--- config.mk ---
export PLATFORM = sky130hd
export DESIGN_NAME = lbp_stream_engine
export DESIGN_NICKNAME = d
export VERILOG_FILES = /design/src/rtl/lbp_pkg.sv /design/src/rtl/lbp_line_buffer.sv /design/src/rtl/lbp_stream_engine.sv
export SDC_FILE = /design/constraint.sdc
export NUM_CORES = 2
export LEC_CHECK = 0
export BUFFER_PORTS_ARGS = -buffer_cell sky130_fd_sc_hd__buf_4
export CAP_MARGIN = 20
export CORE_MARGIN = 2
export CORE_UTILIZATION = 64
export DETAILED_ROUTE_END_ITERATION = 10
export PLACE_DENSITY = 0.78
export RECOVER_POWER = 50
export SLEW_MARGIN = 25
export SYNTH_ARGS = -nofsm -noshare
export SYNTH_HDL_FRONTEND = slang
export SYNTH_SLANG_ARGS = --single-unit
--- constraint.sdc ---
create_clock -name clk -period 6.52 [get_ports clk]
set_input_delay 0.326 -clock clk [delete_from_list [all_inputs] [get_ports clk]]
set_output_delay 0.326 -clock clk [all_outputs]
set_load 0.05 [all_outputs]
--- src/rtl/lbp_pkg.sv ---
// Shared types and constants for the streaming 3x3 LBP engine.
package lbp_pkg;

  typedef enum logic [1:0] {
    S_IDLE,
    S_READ,
    S_FLUSH,
    S_DONE
  } lbp_state_t;

  typedef enum logic {
    BORDER_SKIP  = 1'b0,
    BORDER_WRITE = 1'b1
  } border_mode_t;

  // Window slots are numbered g0..g8 in raster order; code bit i compares slot NBR_IDX[i].
  localparam int G_CENTRE = 4;
  localparam int NBR_IDX [8] = '{0, 1, 2, 3, 5, 6, 7, 8};

  localparam logic [7:0] MASK_TOP   = 8'b0000_0111;
  localparam logic [7:0] MASK_BOT   = 8'b1110_0000;
  localparam logic [7:0] MASK_LEFT  = 8'b0010_1001;
  localparam logic [7:0] MASK_RIGHT = 8'b1001_0100;

  function automatic logic [7:0] border_keep(input logic top, input logic bot,
                                             input logic left, input logic right);
    logic [7:0] drop;
    drop = '0;
    if (top)   drop = drop | MASK_TOP;
    if (bot)   drop = drop | MASK_BOT;
    if (left)  drop = drop | MASK_LEFT;
    if (right) drop = drop | MASK_RIGHT;
    return ~drop;
  endfunction

endpackage

--- src/rtl/lbp_line_buffer.sv ---
// Two row-delay FIFOs plus a 3x3 window; win shows the window as it will be after the current shift.
module lbp_line_buffer
  import lbp_pkg::*;
#(
  parameter int IMG_W = 128,
  parameter int DW    = 8
) (
  input  logic               clk,
  input  logic               reset,
  input  logic               shift_en,
  input  logic [DW-1:0]      pix_in,
  output logic [8:0][DW-1:0] win
);

  logic [IMG_W-1:0][DW-1:0] row0;
  logic [IMG_W-1:0][DW-1:0] row1;
  logic [1:0][DW-1:0]       top_col;
  logic [1:0][DW-1:0]       mid_col;
  logic [1:0][DW-1:0]       bot_col;
  logic [DW-1:0]            tap0;
  logic [DW-1:0]            tap1;

  // tap0 is the pixel one row above the incoming one, tap1 two rows above.
  assign tap0 = row0[IMG_W-1];
  assign tap1 = row1[IMG_W-1];

  always_ff @(posedge clk) begin
    if (!reset) begin
      row0    <= '0;
      row1    <= '0;
      top_col <= '0;
      mid_col <= '0;
      bot_col <= '0;
    end else if (shift_en) begin
      row0    <= {row0[IMG_W-2:0], pix_in};
      row1    <= {row1[IMG_W-2:0], tap0};
      top_col <= {tap1, top_col[1]};
      mid_col <= {tap0, mid_col[1]};
      bot_col <= {pix_in, bot_col[1]};
    end
  end

  always_comb begin
    win[0]        = top_col[0];
    win[1]        = top_col[1];
    win[2]        = tap1;
    win[3]        = mid_col[0];
    win[G_CENTRE] = mid_col[1];
    win[5]        = tap0;
    win[6]        = bot_col[0];
    win[7]        = bot_col[1];
    win[8]        = pix_in;
  end

endmodule

--- src/rtl/lbp_stream_engine.sv ---
// Streaming 3x3 LBP engine: raster reads from gray memory, one code per centre pixel to the result memory.
module lbp_stream_engine
  import lbp_pkg::*;
#(
  parameter int IMG_W       = 128,
  parameter int IMG_H       = 128,
  parameter int DW          = 8,
  parameter int AW          = 14,
  parameter int BORDER_MODE = 0
) (
  input  logic          clk,
  input  logic          reset,
  input  logic [DW-1:0] lbp_thresh,
  output logic [AW-1:0] gray_addr,
  output logic          gray_req,
  input  logic          gray_ready,
  input  logic [DW-1:0] gray_data,
  output logic [AW-1:0] lbp_addr,
  output logic          lbp_valid,
  output logic [7:0]    lbp_data,
  output logic          finish
);

  localparam int CW = $clog2(IMG_W);
  localparam int RW = $clog2(IMG_H);
  localparam logic [AW-1:0] LAST_IDX   = AW'(IMG_W * IMG_H - 1);
  localparam logic [AW-1:0] FIRST_EMIT = AW'(IMG_W + 1);
  localparam logic [CW-1:0] LAST_COL   = CW'(IMG_W - 1);
  localparam logic [RW-1:0] LAST_ROW   = RW'(IMG_H - 1);
  localparam bit WRITE_BORDER = (BORDER_MODE == int'(BORDER_WRITE));

  lbp_state_t        state;
  logic [DW-1:0]     thr;
  logic              cap_pend;
  logic [AW-1:0]     cap_idx;
  logic [AW-1:0]     out_idx;
  logic [CW-1:0]     out_col;
  logic [RW-1:0]     out_row;
  logic              shift_en;
  logic [DW-1:0]     pix_in;
  logic              emit;
  logic              wr_strobe;
  logic              border;
  logic [DW:0]       centre_sum;
  logic [7:0]        cmp;
  logic [7:0]        code;
  logic [8:0][DW-1:0] win;

  lbp_line_buffer #(
    .IMG_W (IMG_W),
    .DW    (DW)
  ) u_line_buffer (
    .clk      (clk),
    .reset    (reset),
    .shift_en (shift_en),
    .pix_in   (pix_in),
    .win      (win)
  );

  // During FLUSH zeros are shifted in so the last row's centres reach the window; their
  // bottom neighbours are out of image and always masked.
  always_comb begin
    shift_en = 1'b0;
    pix_in   = gray_data;
    emit     = 1'b0;
    case (state)
      S_READ: begin
        shift_en = cap_pend;
        emit     = cap_pend && (cap_idx >= FIRST_EMIT);
      end
      S_FLUSH: begin
        shift_en = 1'b1;
        pix_in   = '0;
        emit     = 1'b1;
      end
      default: ;
    endcase

    centre_sum = {1'b0, win[G_CENTRE]} + {1'b0, thr};
    for (int i = 0; i < 8; i++) begin
      cmp[i] = ({1'b0, win[NBR_IDX[i]]} >= centre_sum);
    end

    border    = (out_row == '0) || (out_row == LAST_ROW) || (out_col == '0) || (out_col == LAST_COL);
    code      = cmp & border_keep(out_row == '0, out_row == LAST_ROW, out_col == '0, out_col == LAST_COL);
    wr_strobe = emit && (WRITE_BORDER || !border);
  end

  always_ff @(posedge clk) begin
    if (!reset) begin
      state     <= S_IDLE;
      thr       <= '0;
      gray_req  <= 1'b0;
      gray_addr <= '0;
      cap_pend  <= 1'b0;
      cap_idx   <= '0;
      out_idx   <= '0;
      out_col   <= '0;
      out_row   <= '0;
      lbp_addr  <= '0;
      lbp_valid <= 1'b0;
      lbp_data  <= '0;
      finish    <= 1'b0;
    end else begin
      lbp_valid <= wr_strobe;
      if (wr_strobe) begin
        lbp_addr <= out_idx;
        lbp_data <= code;
      end
      if (emit) begin
        out_idx <= out_idx + 1'b1;
        if (out_col == LAST_COL) begin
          out_col <= '0;
          out_row <= (out_row == LAST_ROW) ? '0 : out_row + 1'b1;
        end else begin
          out_col <= out_col + 1'b1;
        end
      end

      case (state)
        S_IDLE: begin
          thr      <= lbp_thresh;
          gray_req <= 1'b1;
          state    <= S_READ;
        end
        S_READ: begin
          cap_pend <= gray_req && gray_ready;
          if (gray_req && gray_ready) begin
            if (gray_addr == LAST_IDX) gray_req <= 1'b0;
            else                       gray_addr <= gray_addr + 1'b1;
          end
          if (cap_pend) begin
            cap_idx <= cap_idx + 1'b1;
            if (cap_idx == LAST_IDX) state <= S_FLUSH;
          end
        end
        S_FLUSH: begin
          if (out_idx == LAST_IDX) begin
            state  <= S_DONE;
            finish <= 1'b1;
          end
        end
        default: ;
      endcase
    end
  end

endmodule

Word-level counts from Yosys, hierarchy flattened
Cells that the tools add are included.
{"block": "totals", "reg_bits": 2156, "output_inout_bits": 39, "word_cells": 335}
{"block": "classes", "n_addsub": 6, "n_lt_le_gt_ge": 9, "n_eq_ne": 12, "muxes": 16, "bitwise_logic": 3, "n_reduce_logical": 18}
{"op": "$ge 8x9->1", "count": 8}
{"op": "$add 14x1->14 const B", "count": 3}
{"op": "$eq 14x14->1 const B", "count": 3}
{"op": "$mux 8", "count": 3}
{"op": "$add 7x1->7 const B", "count": 2}
{"op": "$eq 7x7->1 const B", "count": 2}
{"op": "$ge 14x8->1 const B", "count": 1}
{"op": "$logic_not 7->1", "count": 2}
{"op": "$mux 7", "count": 2}
{"op": "$ne 2x2->1 const B", "count": 5}
{"op": "$add 8x8->9", "count": 1}
{"op": "$and 8x8->8", "count": 1}
{"op": "$not 8->8", "count": 1}
{"op": "$mux 2", "count": 3}
{"op": "$mux 6", "count": 1}
{"op": "$pmux 1 s2", "count": 3}
{"op": "$pmux 2 s3", "count": 1}
{"op": "$reduce_and 2->1", "count": 3}
{"op": "$reduce_and 3->1", "count": 2}
{"op": "$reduce_and 4->1", "count": 1}
{"op": "$logic_and 1x1->1", "count": 3}
{"op": "$logic_or 1x1->1", "count": 3}
{"op": "$mux 3", "count": 1}
{"op": "$reduce_bool 3->1", "count": 1}
{"op": "other kinds (7)", "count": 8}

Logic depth before layout (Yosys ltp)
{"block": "logic_depth", "ltp_word": 7, "depth_mapped": 14, "depth_no_buf": 14}

By module
A second synthesis with hierarchy kept.
{"block": "hier_totals", "cells_unflattened": 7383, "hier_area_um2": 86435.4}
{"module": "lbp_line_buffer", "instances": 1, "cells_per_inst": 6707, "area_each_um2": 80691.1, "seq_area_each_um2": 41319.6}
{"module": "lbp_stream_engine", "instances": 1, "cells_per_inst": 676, "area_each_um2": 5744.3, "seq_area_each_um2": 1841.8}

Least setup slack after synthesis
No wires, ideal clock.
{"block": "synth_path", "path_kind": "register -> register", "start": "register u_line_buffer.row1[0] (netlist name)", "end": "register lbp_data[5]", "setup_time_ns": 0.122, "arrival_ns": 2.651, "t_required_ns": 6.398, "setup_slack_ns": 3.747, "path_stages_with_launch": 12, "n_path_buf": 0, "period_less_slack_ns": 2.773, "path_cell_list": "dfxtp_1 > ha_1 > inv_1 > fa_1 > xor2_1 > ha_1 > a21oi_1 > a21boi_0 > o211ai_1 > a31oi_1 > o221a_2 > a221o_1"}
{"item": "to (signal assigned)", "line_no": "lbp_stream_engine.sv:108", "rtl": "lbp_data <= code;"}
{"item": "to (decl)", "line_no": "lbp_stream_engine.sv:20", "rtl": "output logic [7:0] lbp_data,"}

Worst setup path in the final report
{"block": "layout_path", "start": "input reset", "end": "register u_line_buffer.row0[529] (netlist bit)"}
{"item": "from (decl)", "line_no": "lbp_stream_engine.sv:12", "rtl": "input logic reset,"}
{"item": "to (signal assigned)", "line_no": "lbp_line_buffer.sv:35", "rtl": "row0 <= {row0[IMG_W-2:0], pix_in};"}
{"item": "to (decl)", "line_no": "lbp_line_buffer.sv:15", "rtl": "logic [IMG_W-1:0][DW-1:0] row0;"}
No word-level cell between the ends.

==> flow_summary.ini <==
[status]
status = complete, but fails checks
violations = capacitance limit, slew limit

[min_path]
hp-class = primary input to flip-flop

[sta]
tightest_slew_ns = 2.96
clock.fmax_mhz = 205
setup_slack_ns = 1.63
grt_setup_unrepaired = no
setup_viol = 0
slew_viol_final = 847
fin_crit_ns = 4.89
hold_viol = 0
skew_ns = 0.0211
totalNegativeSetupSlack_ns = 0
period_share = 0.750
maxSlewHeadroom = -0.974

[grt]
grt_pass1_wl_um = 234000
antenna_found_initial = 0
track_usage = 0.219
grt-ovfl-total = 0
grt_max_degree = 270
grt_pass1_vias = 53500

[power]
power_mw = 27.4
power.leakage_nw = 26.4
ir_worst_vdd_uv = 289
powerDensity_mw_per_mm2 = 333

[final_layout]
nets = 9279
design_area_mm2 = 0.0823
antenna_cells = 0
area_growth_pct = 9.43
drive_gt1_frac = 0.0432

[logic_synthesis]
synth_area_leader_cell = dfxtp_1
syn_inst = 9560
synth_area_leaders = dfxtp_1 (57%), nand2_1 (21%), a21oi_1 (14%)
synth_area_per_cell_um2 = 7.87
synthesis.area_mm2 = 0.0752
synth-edff-count = 0
synth_cell_type_count = 57
async_flop_share = 0
ys_ff_latch = 2156
ys_seq_area_frac = 0.574
synthesis.nets = 9650
synth_top_area_frac = 0.574
yosys_warnings = 0
synth_flop_cell = dfxtp_1

[floorplanning]
coreArea_mm2 = 0.116
io-pin-count = 58
dieArea_mm2 = 0.120
rows = 125
start_util = 0.646
fp.dieH_um = 347
die_w_um = 347

[worst_setup_path]
crit_fanout = 167
critPathLaunchType = primary input
arrival_ns = 5.55
critical_path_class = primary input to flip-flop
worstPathRequired_ns = 7.18
critPathCaptureType = flip-flop

[route]
drcViolationCount = 0
vias = 58300
viasPerCell = 5.36
avgRoutedWirePerCell_um = 12.5
ant_nets = 0
wl_um = 136000
drt_iter0_markers = 5068
drt-pass1-iter-count = 6

[place]
gp_congestion = 0.813
portBuffers = 57
post-place-ws_ns = 2.77
placed_area_mm2 = 0.0756
dp_hpwl_um = 72400

[clocking]
ctsHoldBuffers = 18
cts_max_path_buffers = 3
cts_tree = built
cts_root_buf = clkbuf_16
cts_setup_buffers = 0
clkLatencyLatePin_ns = 0.79
cts_buffers = 202
clk_pin_slew_ns = 0.06
cts_sinks = 2156
htree_levels = 4
cts_resized = 0

[flow_run]
drv_cap = 8
[synth_stat cells (5+ instances only)]
cell type / n
nand3_1: 22
dfxtp_1: 2156
xor2_1: 32
a221o_1: 7
ha_1: 70
a31oi_1: 9
mux2i_1: 26
or3_1: 14
inv_1: 31
a21oi_1: 2110
nand2b_1: 10
clkbuf_1: 687
and3_1: 9
nand4_1: 19
nor2_1: 74
o21ai_0: 23
buf_2: 13
o221a_2: 6
o211ai_1: 8
a21boi_0: 6
nor3_1: 5
nor2b_1: 6
nand2_1: 4160
xnor2_1: 8
[final timing paths]
path	startpoint	to	slack (ns)	cells after the start
max	reset	u_line_buffer.row0[529]$_SDFFE_PN0P_	1.63	5
min	lbp_thresh[5]	thr[5]$_SDFFE_PN0P_	0.34	4
max reg2reg	state[1]$_SDFFE_PN0P_	u_line_buffer.row1[253]$_SDFFE_PN0P_	2.26	9
min reg2reg	u_line_buffer.row0[467]$_SDFFE_PN0P_	u_line_buffer.row0[475]$_SDFFE_PN0P_	0.44	2
[cell usage in the layout, fill, tap and decap left out, drive strengths merged, types with 4 or more instances in the layout]
master / netlist / routed
a21boi: 6 / 6
a21oi: 2110 / 2110
a221o: 7 / 7
a31oi: 9 / 9
and2: 4 / 4
and3: 10 / 10
and4: 4 / 4
buf: 19 / 68
bufinv: 0 / 12
clkbuf: 687 / 346
clkinv: 1 / 42
clkinvlp: 0 / 9
dfxtp: 2156 / 2156
dlygate4sd3: 0 / 18
ha: 70 / 70
inv: 31 / 40
mux2i: 26 / 26
nand2: 4160 / 4160
nand2b: 10 / 10
nand3: 22 / 22
nand4: 19 / 19
nor2: 74 / 74
nor2b: 6 / 6
nor3: 5 / 5
nor4: 4 / 4
o211ai: 8 / 8
o21ai: 25 / 25
o221a: 6 / 6
or3: 14 / 14
xnor2: 8 / 8
xor2: 32 / 32
[report_power, final]
group	total, mW	internal [mW]	leakage (nW)	switching [mW]
combinational	2.51	0.334	5.77	2.18
clock	11.6	6.76	3.30	4.89
sequential	13.2	13.2	17.4	0.0313
total	27.4	20.3	26.4	7.09
[per-layer routing]
metal	track usage	part of all wire
met5	0	0
met4	0.0633	0.020
met3	0.0307	0.033
met2	0.387	0.48
met1	0.278	0.47
[state kept, by name, summed over array words and instances (netlist names), 2 cells and up]
name,flops
u_line_buffer.row1,1016
u_line_buffer.row0,1000
u_line_buffer.win,32
cap_idx,14
gray_addr,14
lbp_addr,14
out_idx,14
lbp_data,8
thr,8
u_line_buffer.tap0,8
u_line_buffer.tap1,8
out_col,7
out_row,7
state,2
[final cells by class]
cell class | instances | area (um^2)
clock buffer | 301 | 5910
clock inverter | 71 | 802
fill | 9146 | 34100
inverter | 32 | 124
multi-input combinational | 6666 | 29200
sequential | 2156 | 43200
tap | 1524 | 1910
timing repair buffer | 131 | 1170
[critical path: stages]
cell	delay (ns)
dlygate4sd3_1	0.52
buf_4	0.20
clkinvlp_4	2.14
clkbuf_4	1.61
a21oi_1	0.47
[kinds of logic (layout without fill, tap and decap cells)]
group | Yosys count | after routing | share of synthesized area
AND/OR/NAND/NOR | 4338 | 4338 | 0.220
flip-flops | 2156 | 2156 | 0.574
buffers and inverters | 738 | 535 | 0.0374
adder cells (fa/ha/maj) | 72 | 72 | 0.0120
XOR/XNOR | 40 | 40 | 0.00466
multiplexers | 27 | 27 | 0.00361
AO/OA/AOI/OAI | 2189 | 2189 | 0.148
[stage by stage]
step	instances	util	hold slack, ns
global placement	10500	0.650	0.435
global route	10900	0.707	0.340
finish	10900	0.707	0.341
detailed placement	10500	0.650	0.441
floorplan	9560	-	0.432
CTS	10900	0.709	0.299
Power figures use the tool's default switching activity.
